--- src/rtl/hsyn_trim_ctrl.sv ---
// Horizontal-sync trim controller: tracks an external frame sync by nudging line length.
// Frame evaluation on isyn; trim/corr/state registered, hlen reloaded only on th.
module hsyn_trim_ctrl #(
  parameter int NOM_LINE = 532,
  parameter int MAX_TRIM = 8,
  parameter int LOCK_CNT = 16,
  parameter int LOST_CNT = 4,
  parameter int WDOG_CNT = 4
) (
  input  logic        clk,
  input  logic        rst,
  input  logic        extsyn,
  input  logic        esyn,
  input  logic        isyn,
  input  logic        uph,
  input  logic        downh,
  input  logic        beginsyn,
  input  logic        th,
  output logic [10:0] hlen,
  output logic [4:0]  trim,
  output logic        lock,
  output logic [1:0]  state,
  output logic        corr
);

  localparam int LCW = $clog2(LOCK_CNT + 1);
  localparam int LSW = $clog2(LOST_CNT + 1);
  localparam int WCW = $clog2(WDOG_CNT + 1);

  typedef enum logic [1:0] {
    S_OFF   = 2'd0,
    S_ACQ   = 2'd1,
    S_TRACK = 2'd2,
    S_LOCK  = 2'd3
  } state_t;

  state_t             state_q, state_d;
  logic signed [4:0]  trim_q, trim_d;
  logic [10:0]        hlen_q, hlen_d;
  logic [LCW-1:0]     clean_q, clean_d;
  logic [LSW-1:0]     lost_q, lost_d;
  logic [WCW-1:0]     wd_q, wd_d;
  logic               up_seen, up_d, dn_seen, dn_d;
  logic               corr_q, corr_d;

  logic up_ev, dn_ev, chg_req;
  assign up_ev   = up_seen | uph;
  assign dn_ev   = dn_seen | downh;
  assign chg_req = up_ev ^ dn_ev;

  always_ff @(posedge clk or posedge rst) begin
    if (rst) begin
      state_q <= S_OFF;
      trim_q  <= '0;
      hlen_q  <= 11'(NOM_LINE);
      clean_q <= '0;
      lost_q  <= '0;
      wd_q    <= '0;
      up_seen <= 1'b0;
      dn_seen <= 1'b0;
      corr_q  <= 1'b0;
    end else begin
      state_q <= state_d;
      trim_q  <= trim_d;
      hlen_q  <= hlen_d;
      clean_q <= clean_d;
      lost_q  <= lost_d;
      wd_q    <= wd_d;
      up_seen <= up_d;
      dn_seen <= dn_d;
      corr_q  <= corr_d;
    end
  end

  always_comb begin
    state_d = state_q;
    trim_d  = trim_q;
    clean_d = clean_q;
    lost_d  = lost_q;
    wd_d    = wd_q;
    corr_d  = 1'b0;
    up_d    = isyn ? 1'b0 : up_ev;
    dn_d    = isyn ? 1'b0 : dn_ev;
    // Line length only changes at a line start, so a line is never cut mid-way.
    hlen_d  = th ? 11'(NOM_LINE + int'(trim_q)) : hlen_q;

    if (!extsyn) begin
      state_d = S_OFF;
      trim_d  = '0;
      clean_d = '0;
      lost_d  = '0;
      wd_d    = '0;
    end else if (state_q == S_OFF) begin
      state_d = S_ACQ;
    end else if (beginsyn) begin
      state_d = S_TRACK;
      trim_d  = '0;
      clean_d = '0;
      lost_d  = '0;
      wd_d    = '0;
      up_d    = 1'b0;
      dn_d    = 1'b0;
    end else if (isyn && !esyn && (int'(wd_q) + 1 >= WDOG_CNT)) begin
      // External source presumed lost: fall back to acquisition from scratch.
      state_d = S_ACQ;
      trim_d  = '0;
      clean_d = '0;
      lost_d  = '0;
      wd_d    = '0;
    end else begin
      if (esyn)      wd_d = '0;
      else if (isyn) wd_d = wd_q + WCW'(1);

      if (state_q == S_ACQ) begin
        if (esyn) begin
          state_d = S_TRACK;
          clean_d = '0;
          lost_d  = '0;
        end
      end else if (isyn) begin
        if (up_ev && !dn_ev && (int'(trim_q) > -MAX_TRIM)) begin
          trim_d = trim_q - 5'sd1;
          corr_d = 1'b1;
        end else if (dn_ev && !up_ev && (int'(trim_q) < MAX_TRIM)) begin
          trim_d = trim_q + 5'sd1;
          corr_d = 1'b1;
        end

        if (state_q == S_TRACK) begin
          if (chg_req) begin
            clean_d = '0;
          end else if (int'(clean_q) + 1 >= LOCK_CNT) begin
            state_d = S_LOCK;
            clean_d = '0;
            lost_d  = '0;
          end else begin
            clean_d = clean_q + LCW'(1);
          end
        end else begin
          if (!chg_req) begin
            lost_d = '0;
          end else if (int'(lost_q) + 1 >= LOST_CNT) begin
            state_d = S_TRACK;
            lost_d  = '0;
            clean_d = '0;
          end else begin
            lost_d = lost_q + LSW'(1);
          end
        end
      end
    end
  end

  assign hlen  = hlen_q;
  assign trim  = trim_q;
  assign lock  = (state_q == S_LOCK);
  assign state = state_q;
  assign corr  = corr_q;

endmodule
--- config.mk ---
export PLATFORM = sky130hd
export DESIGN_NAME = hsyn_trim_ctrl
export DESIGN_NICKNAME = d
export VERILOG_FILES = /design/src/rtl/hsyn_trim_ctrl.sv
export SDC_FILE = /design/constraint.sdc
export NUM_CORES = 1
export LEC_CHECK = 0
export ABC_CLOCK_PERIOD_IN_PS = 2750
export CAP_MARGIN = 10
export CORE_ASPECT_RATIO = 1.25
export CORE_MARGIN = 2
export CORE_UTILIZATION = 50
export CTS_CLUSTER_SIZE = 20
export DETAILED_ROUTE_END_ITERATION = 16
export GPL_ROUTABILITY_DRIVEN = 0
export PLACE_DENSITY = 0.75
export SLEW_MARGIN = 10
export SYNTH_ARGS = -nofsm -noshare
export SYNTH_HDL_FRONTEND = slang
export SYNTH_SLANG_ARGS = --single-unit
--- constraint.sdc ---
create_clock -name clk -period 2.75 [get_ports clk]
set_clock_uncertainty 0.05 [all_clocks]
set_input_delay 0.55 -clock clk [delete_from_list [all_inputs] [get_ports clk]]
set_output_delay 0.55 -clock clk [all_outputs]
set_load 0.03 [all_outputs]
==> results.py <==
metrics = {
    "place": {
        "portBuffers": 25,
        "dpl.hpwl_um": 2993,
        "preCtsSetupSlack_ps": -70.09,
        "postPlaceCellArea_sq_mm": 0.002175,
        "dp_cells": 260,
    },
    "critical_path": {
        "cp_num_buf_inv": 3,
        "startpoint": "trim[2]",
        "required_ps": 2870,
        "start_kind": "flip-flop",
        "critical_path.most_common_cell": "inv_1",
        "crit_path_end_kind": "flip-flop",
        "slowest_stage": "dfrtp_1",
        "reg2reg_from": "trim[2]",
        "crit_chain": "inv_1, ha_1, inv_1, o31ai_1, nand2_1, nand2_1, inv_1, ha_1, a21o_1, a21oi_1, xor2_1, nor2_1, mux2_2",
        "critical_path_class": "reg2reg",
        "cpLargestDelayFamily": "compound AO/OA/AOI/OAI gates",
        "worstPathMaxFanout": 5,
        "arrival_ps": 2660,
        "critPathMaxStageDelay_ps": 430,
    },
    "floorplan": {
        "die_width_um": 58.23,
        "coreArea_sq_mm": 0.003513,
        "num_rows": 24,
        "start_util_pct": 52.31,
        "design.portCount": 29,
        "floorplan.die_area_sq_mm": 0.004180,
        "die_h_um": 71.79,
    },
    "pwr": {
        "power.switching_mw": 0.6526,
        "p_comb_share_pct": 45.2,
        "cellPowerDensity_mw_per_mm2": 721.6,
        "vdd_drop_max_uv": 608.2,
        "finalPower_mw": 1.629,
        "p_leak_nw": 1.019,
        "power_frac_seq_pct": 34.0,
        "switching_share_pct": 40.06,
        "clkPwrFrac_pct": 20.8,
        "p_int_mw": 0.9762,
    },
    "sta": {
        "slew_headroom_pct": 57.35,
        "setup_viol": 0,
        "setup-tns-final_ps": 0,
        "slew_violations": 0,
        "setup_ws_ps": 205.6,
        "max_slew.worst_pin.slew_ps": 631.7,
        "hold_viol": 0,
        "rsz0062_at_grt": "false",
        "fmax_ghz": 0.3930,
        "min_period_over_period_pct": 92.52,
        "period_needed_ps": 2544,
        "hold_slack_ps": 457.1,
    },
    "routing": {
        "drt-total-wl_um": 3892,
        "drt_iter0_drc": 41,
        "wl_per_cell_um": 14.52,
        "drt_pass1_iterations": 4,
        "drtAntennaViolNets": 0,
        "drc": 0,
        "via_per_inst": 5.638,
        "vias": 1511,
    },
    "grt": {
        "grt_max_degree": 30,
        "grt_use_total_pct": 21.03,
        "grt_pass1_wl_um": 6741,
        "grt_pass1_vias": 1517,
        "grt-ovfl-total": 0,
        "antenna_found_initial": 0,
    },
    "yosys": {
        "ys.warnings.count": 0,
        "ys_ff_latch": 29,
        "synth_fa_ha_area_share_pct": 10.62,
        "synthFlopType": "dfrtp_1",
        "synthXorXnorAreaFrac_pct": 1.906,
        "synth.area.top_cells": "dfrtp_1 (35%), ha_1 (9.5%), mux2_2 (4.9%), dfstp_2 (4.3%), inv_1 (4.1%)",
        "synth_edf_count": 0,
        "ys_types": 48,
        "async_reset_ff_share_pct": 100.0,
        "synth_top_area_share_pct": 35.40,
        "synth-compound-area-share_pct": 16.27,
        "synth_simple_gate_area_share_pct": 17.09,
        "synth_top_area_cell": "dfrtp_1",
        "synth_top_family_by_area": "simple AND/OR/NAND/NOR gates",
        "yosysSeqAreaShare_pct": 39.69,
        "syn_avg_cell_area_sq_um": 9.623,
        "synth_common_cells": "dfrtp_1 (26), inv_1 (20), nand2_1 (15)",
        "synthCells": 191,
        "synth_mux_area_share_pct": 7.897,
        "synth.most_common_cell": "dfrtp_1",
        "synth_area_sq_mm": 0.001838,
    },
    "clock_tree": {
        "cts.clk_slew.worst_paths_ps": 70,
        "worstSkewPairLatency_ps": 280,
        "cts_root_buffer": "clkbuf_8",
        "holdBufCountCts": 0,
        "cts_buffers": 5,
        "htree_levels": 2,
        "ctsLongestPathBuffers": 2,
        "cts_tree": "built",
        "clock_sinks": 29,
        "postCtsSetupBuffers": 0,
        "cts_resized": 0,
    },
    "cells_and_area": {
        "finalInstanceArea_sq_mm": 0.002257,
        "post-route-util_pct": 64.24,
        "n_antenna_cell": 0,
        "drive_gt1_share_pct": 14.85,
        "final_cells": 268,
        "synthToLayoutAreaGrowth_pct": 22.80,
        "fin_nets": 252,
    },
    "hold_path": {
        "min_from": "hlen[0]",
        "hold_path.class": "reg2reg",
    },
    "outcome": {
        "status": "finished clean",
    },
    "flow_run": {
        "maxCapViolations": 0,
    },
}
worst register-to-register path: stages, from the launching register on:
cell,delay (ps)
dfrtp_1,430
inv_1,100
ha_1,150
inv_1,50
o31ai_1,280
nand2_1,90
nand2_1,100
inv_1,90
ha_1,280
a21o_1,180
a21oi_1,170
xor2_1,160
nor2_1,50
mux2_2,250
worst paths after layout:
kind | to | slack, ps | cells after the start
worst max-delay path | trim[3] | 210 | 13
worst min-delay path | hlen[0] | 460 | 1
worst max register to register | trim[3] | 210 | 13
worst min register to register | hlen[0] | 460 | 1
max in group asynchronous | hlen[2] | 1740 | 3
min in group asynchronous | state[0] | 590 | 3
sequential cells by signal (all words and copies together), names as in the netlist:
register	cells
corr	1
state	2
lost_q	3
up_seen	1
dn_seen	1
hlen	8
trim	5
clean_q	5
wd_q	3
cells in the final DEF (no fill, tap or decap), types with 2 or more instances in the layout:
cell type	n
ha_1	14
o22ai_1	3
o31ai_1	3
a21boi_0	2
nand2_1	15
dfstp_2	3
mux2i_1	4
clkbuf_8	5
o311ai_0	2
a211oi_1	2
o21a_1	2
clkdlybuf4s50_1	25
conb_1	3
nand3_1	4
clkinv_2	2
o41ai_1	2
nand2b_1	4
a21o_1	2
nor2b_1	3
nand4_1	2
a311oi_1	2
and2_1	5
mux2_2	8
inv_1	20
nor3_1	7
o211ai_1	2
o21ai_0	3
dfrtp_1	26
a21oi_1	9
buf_4	9
xnor2_1	2
nor2_1	14
xor2_1	2
per-layer routing:
| metal | share of wire [%] | vias to the layer above | track usage (%) |
|---|---|---|---|
| li1 | - | 732 | - |
| met3 | 3.1 | 9 | 4.513 |
| met4 | 2.8 | 0 | 9.819 |
| met2 | 53 | 33 | 37.75 |
| met1 | 41 | 737 | 23.20 |
| met5 | 0 | - | 0 |
cell type report:
| cell class | count | area [sq um] |
|---|---|---|
| tap | 39 | 48.80 |
| inverter | 21 | 78.83 |
| clock buffer | 6 | 72.57 |
| fill | 294 | 1256 |
| sequential | 29 | 729.5 |
| multi-input combinational | 137 | 999.7 |
| timing repair buffer | 34 | 317.8 |
| clock inverter | 2 | 10.01 |
power groups by stage:
stage               sequential [mW]  clock, mW  combinational (mW)
floorplan                     0.653          0               0.401
global placement              0.555          0               0.707
detailed placement            0.563          0               0.731
CTS                           0.555      0.340               0.737
global route                  0.565      0.363               0.804
finish                        0.553      0.338               0.737
logic make-up after synthesis:
| group | Yosys count |
|---|---|
| simple gates | 62 |
| compound gates | 40 |
| flops | 29 |
| buf+inv | 27 |
| fa+ha+maj | 15 |
| mux | 13 |
| xor+xnor | 4 |
| other cells | 1 |
No activity file was read; power rests on OpenSTA's default activity.
